### config.mk
export PLATFORM = sky130hd
export DESIGN_NAME = fwd_hazard_ctrl
export DESIGN_NICKNAME = d
export VERILOG_FILES = /design/src/rtl/fwd_hazard_ctrl_pkg.sv /design/src/rtl/fwd_src_sel.sv /design/src/rtl/fwd_hazard_ctrl.sv
export SDC_FILE = /design/constraint.sdc
export NUM_CORES = 1
export LEC_CHECK = 0
export BUFFER_PORTS_ARGS = -buffer_cell sky130_fd_sc_hd__buf_2
export CAP_MARGIN = 40
export CORE_AREA = 10 10 47 49
export DETAILED_ROUTE_END_ITERATION = 12
export DIE_AREA = 0 0 57 59
export PLACE_DENSITY = 0.81
export SETUP_SLACK_MARGIN = 0.02
export SYNTH_ARGS = -nofsm -noshare
export SYNTH_HDL_FRONTEND = slang
export SYNTH_SLANG_ARGS = --single-unit
export TNS_END_PERCENT = 5
### constraint.sdc
create_clock -name clk -period 1.1 [get_ports clk]
set_input_delay 0.055 -clock clk [delete_from_list [all_inputs] [get_ports clk]]
set_output_delay 0.055 -clock clk [all_outputs]
set_load 0.005 [all_outputs]
### src/rtl/fwd_hazard_ctrl_pkg.sv
// Shared encodings for the forwarding/hazard unit: forward-select codes and FSM states.
package fwd_hazard_ctrl_pkg;

   localparam logic [1:0] FWD_NONE  = 2'b00;
   localparam logic [1:0] FWD_EXMEM = 2'b01;
   localparam logic [1:0] FWD_MEMWB = 2'b10;

   typedef enum logic {
      ST_RUN      = 1'b0,
      ST_LU_STALL = 1'b1
   } hazard_state_e;

endpackage

### src/rtl/fwd_src_sel.sv
// Forward select for one EX-stage source operand; EX/MEM result wins over MEM/WB.
// FWD_ZERO_REG_EN: register 0 is hardwired zero and never forwards.
module fwd_src_sel
   import fwd_hazard_ctrl_pkg::*;
#(
   parameter int AW = 4
) (
   input  logic [AW-1:0] src_i,
   input  logic          reg_write_en_exmem_i,
   input  logic [AW-1:0] rd_exmem_i,
   input  logic          reg_write_en_memwb_i,
   input  logic [AW-1:0] rd_memwb_i,
   output logic [1:0]    sel_o
);

   logic exmem_hit;
   logic memwb_hit;

   always_comb begin
      exmem_hit = reg_write_en_exmem_i && (rd_exmem_i == src_i);
      memwb_hit = reg_write_en_memwb_i && (rd_memwb_i == src_i);
`ifdef FWD_ZERO_REG_EN
      exmem_hit = exmem_hit && (src_i != '0);
      memwb_hit = memwb_hit && (src_i != '0);
`endif
      if (exmem_hit)      sel_o = FWD_EXMEM;
      else if (memwb_hit) sel_o = FWD_MEMWB;
      else                sel_o = FWD_NONE;
   end

endmodule

### src/rtl/fwd_hazard_ctrl.sv
// Pipeline forwarding selects plus load-use stall FSM with mem_wait freeze.
// FWD_ZERO_REG_EN: register 0 is hardwired zero (no forwarding, no load-use hazard on it).
module fwd_hazard_ctrl
   import fwd_hazard_ctrl_pkg::*;
#(
   parameter int AW       = 4,
   parameter int NUM_SRC  = 2,
   parameter int LOAD_LAT = 1
) (
   input  logic                  clk,
   input  logic                  rst_n,
   input  logic [NUM_SRC*AW-1:0] src_ifid,
   input  logic [NUM_SRC-1:0]    src_used_ifid,
   input  logic [NUM_SRC*AW-1:0] src_idex,
   input  logic                  mem_read_idex,
   input  logic                  reg_write_en_idex,
   input  logic [AW-1:0]         rd_idex,
   input  logic                  reg_write_en_exmem,
   input  logic [AW-1:0]         rd_exmem,
   input  logic                  reg_write_en_memwb,
   input  logic [AW-1:0]         rd_memwb,
   input  logic                  mem_wait,
   output logic [2*NUM_SRC-1:0]  forward_sel,
   output logic                  pc_write_en,
   output logic                  ifid_write_en,
   output logic                  idex_flush,
   output logic                  pipe_hold,
   output logic                  stall_active,
   output hazard_state_e         state_dbg
);

   localparam int CNT_W = (LOAD_LAT < 2) ? 1 : $clog2(LOAD_LAT + 1);
   localparam logic [CNT_W-1:0] CNT_INIT = CNT_W'(LOAD_LAT - 1);
   localparam logic [CNT_W-1:0] CNT_LAST = CNT_W'(1);

   if (LOAD_LAT < 1) begin : g_bad_load_lat
      $error("fwd_hazard_ctrl: LOAD_LAT must be >= 1");
   end

   for (genvar i = 0; i < NUM_SRC; i++) begin : g_src
      fwd_src_sel #(.AW(AW)) u_sel (
         .src_i                (src_idex[i*AW +: AW]),
         .reg_write_en_exmem_i (reg_write_en_exmem),
         .rd_exmem_i           (rd_exmem),
         .reg_write_en_memwb_i (reg_write_en_memwb),
         .rd_memwb_i           (rd_memwb),
         .sel_o                (forward_sel[2*i +: 2])
      );
   end

   hazard_state_e    state_q;
   logic [CNT_W-1:0] cnt_q;
   logic             lu_haz;
   logic             src_hit;

   always_comb begin
      src_hit = 1'b0;
      for (int i = 0; i < NUM_SRC; i++) begin
         if (src_used_ifid[i] && (src_ifid[i*AW +: AW] == rd_idex)) src_hit = 1'b1;
      end
      lu_haz = mem_read_idex && reg_write_en_idex && src_hit;
`ifdef FWD_ZERO_REG_EN
      lu_haz = lu_haz && (rd_idex != '0);
`endif
   end

   // cnt counts the bubbles still owed after the one inserted on entry.
   always_ff @(posedge clk or negedge rst_n) begin
      if (!rst_n) begin
         state_q <= ST_RUN;
         cnt_q   <= '0;
      end else if (!mem_wait) begin
         case (state_q)
            ST_RUN: begin
               if (lu_haz && (LOAD_LAT > 1)) begin
                  state_q <= ST_LU_STALL;
                  cnt_q   <= CNT_INIT;
               end
            end
            ST_LU_STALL: begin
               cnt_q <= cnt_q - 1'b1;
               if (cnt_q == CNT_LAST) state_q <= ST_RUN;
            end
            default: state_q <= ST_RUN;
         endcase
      end
   end

   always_comb begin
      pc_write_en   = 1'b1;
      ifid_write_en = 1'b1;
      idex_flush    = 1'b0;
      pipe_hold     = 1'b0;
      stall_active  = 1'b0;
      if (mem_wait) begin
         pc_write_en   = 1'b0;
         ifid_write_en = 1'b0;
         pipe_hold     = 1'b1;
         stall_active  = 1'b1;
      end else if ((state_q == ST_LU_STALL) || lu_haz) begin
         pc_write_en   = 1'b0;
         ifid_write_en = 1'b0;
         idex_flush    = 1'b1;
         stall_active  = 1'b1;
      end
   end

   assign state_dbg = state_q;

endmodule

; ---- Yosys cells after proc, flatten, opt, wreduce, memory -nomap -nowiden
; Cells that the tools add are included.
[classes]
add_sub_neg = 1
eq_ne = 6
muxes = 14
bitwise_logic = 1
n_reduce_logical = 10
[ops]
columns = cell, count
row1 = 4-bit equality test, 6
row2 = 1-bit two-way mux, 10
row3 = 1-bit logical AND, 8
row4 = 2-bit two-way mux, 4
row5 = 2-bit AND reduction, 1
row6 = 1-bit logical OR, 1
row7 = 1-bit inverter, 1
row8 = "1-bit subtractor, second input constant", 1
[totals]
register_bits = 2
input_bits = 37
output_inout_bits = 10

; ---- Logic depth before layout (Yosys ltp)
[depth]
word_depth = 8
mapped_depth = 5
ltp_nobuf = 4

; ---- By module
; From an unflattened synthesis, not the netlist that was laid out.
[unflattened]
cells_unflattened = 60
hier_area_um2 = 460.4
[by_module_without_submodules]
columns = module, instances, cells_per_inst, area_per_inst_um2, seq_area_each_um2
row1 = fwd_src_sel, 2, 17, 122.6, 0.0
row2 = fwd_hazard_ctrl, 1, 26, 215.2, 50.0

; ---- Least setup slack after synthesis
; No wires, ideal clock.
[synth_path]
path_kind = register to output
start = register state_q (netlist: state_dbg)
end = output pc_write_en
arrival_time_ns = 0.848
setup_slack_ns = 0.197
stages_incl_launch_ff = 3
n_path_buf = 1
cell_sequence = dfrtp_1 -> nor3_1 -> buf_4
[synth_via]
elab_chain_cells = 3
[synth_lines]
columns = element, line_no
row1 = "start, declared", fwd_hazard_ctrl.sv:51  ; hazard_state_e state_q;
row2 = "start signal, assigned", fwd_hazard_ctrl.sv:70  ; state_q <= ST_RUN;
row3 = "start signal, assigned", fwd_hazard_ctrl.sv:76  ; state_q <= ST_LU_STALL;
row4 = "start signal, assigned", fwd_hazard_ctrl.sv:82  ; if (cnt_q == CNT_LAST) state_q <= ST_RUN;
row5 = 1-bit logical OR, fwd_hazard_ctrl.sv:100  ; end else if ((state_q == ST_LU_STALL) || lu_haz) begin
row6 = 1-bit two-way mux (2 in series), n/a
row7 = "end, declared", fwd_hazard_ctrl.sv:24  ; output logic pc_write_en,
; Every way passes these cells.

; ---- Final worst setup path
[layout_path]
start = register state_q (netlist: state_dbg)
end = output stall_active
[layout_via]
elab_chain_cells = 3
[layout_lines]
columns = element, line_no
row1 = 1-bit logical OR, fwd_hazard_ctrl.sv:100
row2 = 1-bit two-way mux, fwd_hazard_ctrl.sv:100
row3 = 1-bit two-way mux, fwd_hazard_ctrl.sv:95  ; if (mem_wait) begin
row4 = "end, declared", fwd_hazard_ctrl.sv:28  ; output logic stall_active,
; Every way passes these cells.

==> impl_metrics.env <==
export IMPL_rsz0062_at_grt="yes"
export IMPL_ant_nets=0
export IMPL_outcome="complete, but fails checks"
export IMPL_synth_edf_count=0
export IMPL_grt_pass1_vias=629
export IMPL_rows=14
export IMPL_clk_pin_slew_worst_paths_ps=30
export IMPL_fmax_mhz=870
export IMPL_worstRegToRegCells=3
export IMPL_post_drt_wl_per_cell_um=13.9
export IMPL_dieWidth_um=57
export IMPL_routed_wl_um=1630
export IMPL_ys_top_cells_by_area="xnor2_1 25%, xor2_1 21%, dfrtp_1 12%"
export IMPL_tightest_slew_ps=306
export IMPL_cts_root_buf="clkbuf_4"
export IMPL_clock_power_share=0.356
export IMPL_p_switching_w=0.000130
export IMPL_cts_tree="done"
export IMPL_start_util=0.300
export IMPL_finalWorstSetupSlack_ps=-50.0
export IMPL_synthCells=54
export IMPL_cts_num_sinks=2
export IMPL_grt_max_degree=5
export IMPL_worstSetupEndpoint="stall_active"
export IMPL_crit_path_end_kind="primary output"
export IMPL_reg2reg_from="state_dbg$_DFFE_PN0N_"
export IMPL_worst_path_max_fanout=4
export IMPL_violations="setup timing"
export IMPL_fin_crit_ps=1150
export IMPL_holdWs_ps=147
export IMPL_total_leakage_power_nw=0.364
export IMPL_combPwrFrac=0.475
export IMPL_drv_slew=0
export IMPL_vias_per_cell=4.88
export IMPL_reg2reg_to="cnt_q$_DFFE_PN0P_"
export IMPL_skew_ps=4.66
export IMPL_ys_seq_area_frac=0.119
export IMPL_start_kind="flop"
export IMPL_port_buffers=46
export IMPL_powerDensity_mw_per_mm2=643
export IMPL_antennaDiodeCount=0
export IMPL_cts_resized=0
export IMPL_p_seq_frac=0.169
export IMPL_p_int_w=0.000307
export IMPL_critPathKind="flop to primary output"
export IMPL_hold_viol_final=0
export IMPL_die_area_mm2=0.00336
export IMPL_yosysWarnings=0
export IMPL_yosys_area_top_type_share=0.250
export IMPL_crit_required_ps=1040
export IMPL_synth_area_um2=420
export IMPL_firstDrtPassIters=4
export IMPL_max_slew_margin=0.794
export IMPL_cts_buffer_depth=2
export IMPL_ys_types=18
export IMPL_ios=47
export IMPL_r2r_slack_ps=290
export IMPL_grt_ovfl_total=0
export IMPL_core_area_mm2=0.00140
export IMPL_dr_total_vias=571
export IMPL_gp_congestion=0.783
export IMPL_cts_buffers=3
export IMPL_layout_drive_gt1_share=0.505
export IMPL_nNetsFinal=140
export IMPL_yosysMostFrequentCell="xnor2_1"
export IMPL_drtIter0Drc=2
export IMPL_hold_path_class="input port to asynchronous set/reset pin"
export IMPL_areaGrowthSynthToFinish_pct=61.9
export IMPL_avgSynthCellArea_um2=7.79
export IMPL_crit_start="state_dbg$_DFFE_PN0N_"
export IMPL_finalCritPeriodShare=1.05
export IMPL_setup_viol=3
export IMPL_insertion_delay_ps=220
export IMPL_synth_main_ff_cell="dfrtp_1"
export IMPL_cp_data_arrival_time_ps=1100
export IMPL_syn_nets=91
export IMPL_async_flop_share=1.00
export IMPL_netSwitchingFraction=0.298
export IMPL_preCtsSetupSlack_ps=69.6
export IMPL_drc=0
export IMPL_antenna_found_initial=0
export IMPL_cap_violations=0
export IMPL_grt_pass1_wl_um=2380
export IMPL_cts_max_level=1
export IMPL_globalRouteTotalUtil=0.0869
export IMPL_die_h_um=59
export IMPL_ir_worst_vdd_v=0.000671
export IMPL_synthTopCellsByCount="12 x xnor2_1, 10 x xor2_1, 4 x buf_4, 4 x inv_1, 4 x nand3_1"
export IMPL_synth_largest_area_cell="xnor2_1"
export IMPL_ys_seq_elements=2
export IMPL_dp_hpwl_um=1510
## cell type report
cell class	count	area, um2
Multi-Input combinational cell	44	325
Timing Repair Buffer	48	248
Fill cell	132	721
Inverter	4	15.0
Clock buffer	3	22.5
Tap cell	16	20.0
Sequential cell	2	50.0
## worst max-delay path, stage by stage (launching register included)
cell and delay (ps):
dfrtp_1 400, or3_1 340, buf_2 130
## sequential cells by signal, summed over array words and instances (netlist names)
signal / count
cnt_q: 1
state_dbg: 1
## placed cells by master, fill, tap and decap left out
cell type	Yosys	final
o21ai_0	1	1
xnor2_1	12	12
buf_4	4	1
a222oi_1	1	1
nor4_1	1	1
nor3_1	3	3
clkbuf_4	0	3
or3_1	1	1
dfrtp_1	2	2
buf_2	0	46
a21boi_0	1	1
xor2_1	10	10
inv_1	4	4
o21a_1	1	1
o22ai_1	2	2
nand3_1	4	4
nor4b_2	1	1
dlygate4sd3_1	0	1
nand4_1	2	2
nor2_1	2	2
nand2_1	2	2
## through the flow
stage | utilization | total power [W] | cell area, um2 | setup TNS (ps) | std cells
4_1_cts | 0.486 | 0.000445 | 681 | -106 | 117
3_3_place_gp | 0.457 | 0.000273 | 641 | 0 | 112
5_1_grt | 0.486 | 0.000465 | 681 | -183 | 117
2_1_floorplan | - | 0.000173 | 420 | 0 | 54
6_report | 0.486 | 0.000438 | 681 | -80.1 | 117
3_5_place_dp | 0.457 | 0.000281 | 641 | 0 | 112
## repair_timing
item                                    in CTS  in global routing
setup buffers                                1                  0
pin swaps                                    1                  0
endpoints found under the hold margin        2                  0
endpoints found under the setup margin       3                  4
hold buffers                                 1                  0
## routing by layer
| metal | global-route usage | wire [um] | vias to the layer above |
|---|---|---|---|
| met5 | 0 | 0 | - |
| met4 | 0.0302 | 0 | 0 |
| met3 | 0.0794 | 377 | 0 |
| met2 | 0.143 | 659 | 47 |
| met1 | 0.0747 | 595 | 246 |
| li1 | - | - | 278 |
## cells by family after synthesis
family                 share of synthesized area
buffers and inverters                      0.107
AO/OA/AOI/OAI                              0.101
AND/OR/NAND/NOR                            0.214
XOR/XNOR                                   0.458
flip-flops                                 0.119
## power by group through the flow
stage	clock network (W)	logic (W)	registers, W
4_1_cts	0.000161	0.000210	0.0000742
5_1_grt	0.000163	0.000227	0.0000741
3_5_place_dp	0	0.000206	0.0000749
3_3_place_gp	0	0.000198	0.0000749
2_1_floorplan	0	0.0000984	0.0000749
6_report	0.000156	0.000208	0.0000742
## worst min path at each step
stage                             to   from
6_report       state_dbg$_DFFE_PN0N_  rst_n
5_1_grt            cnt_q$_DFFE_PN0P_  rst_n
4_1_cts        state_dbg$_DFFE_PN0N_  rst_n
3_5_place_dp       cnt_q$_DFFE_PN0P_  rst_n
3_3_place_gp   state_dbg$_DFFE_PN0N_  rst_n
2_1_floorplan      cnt_q$_DFFE_PN0P_  rst_n
Note: power is estimated with default switching activity, not from simulation.
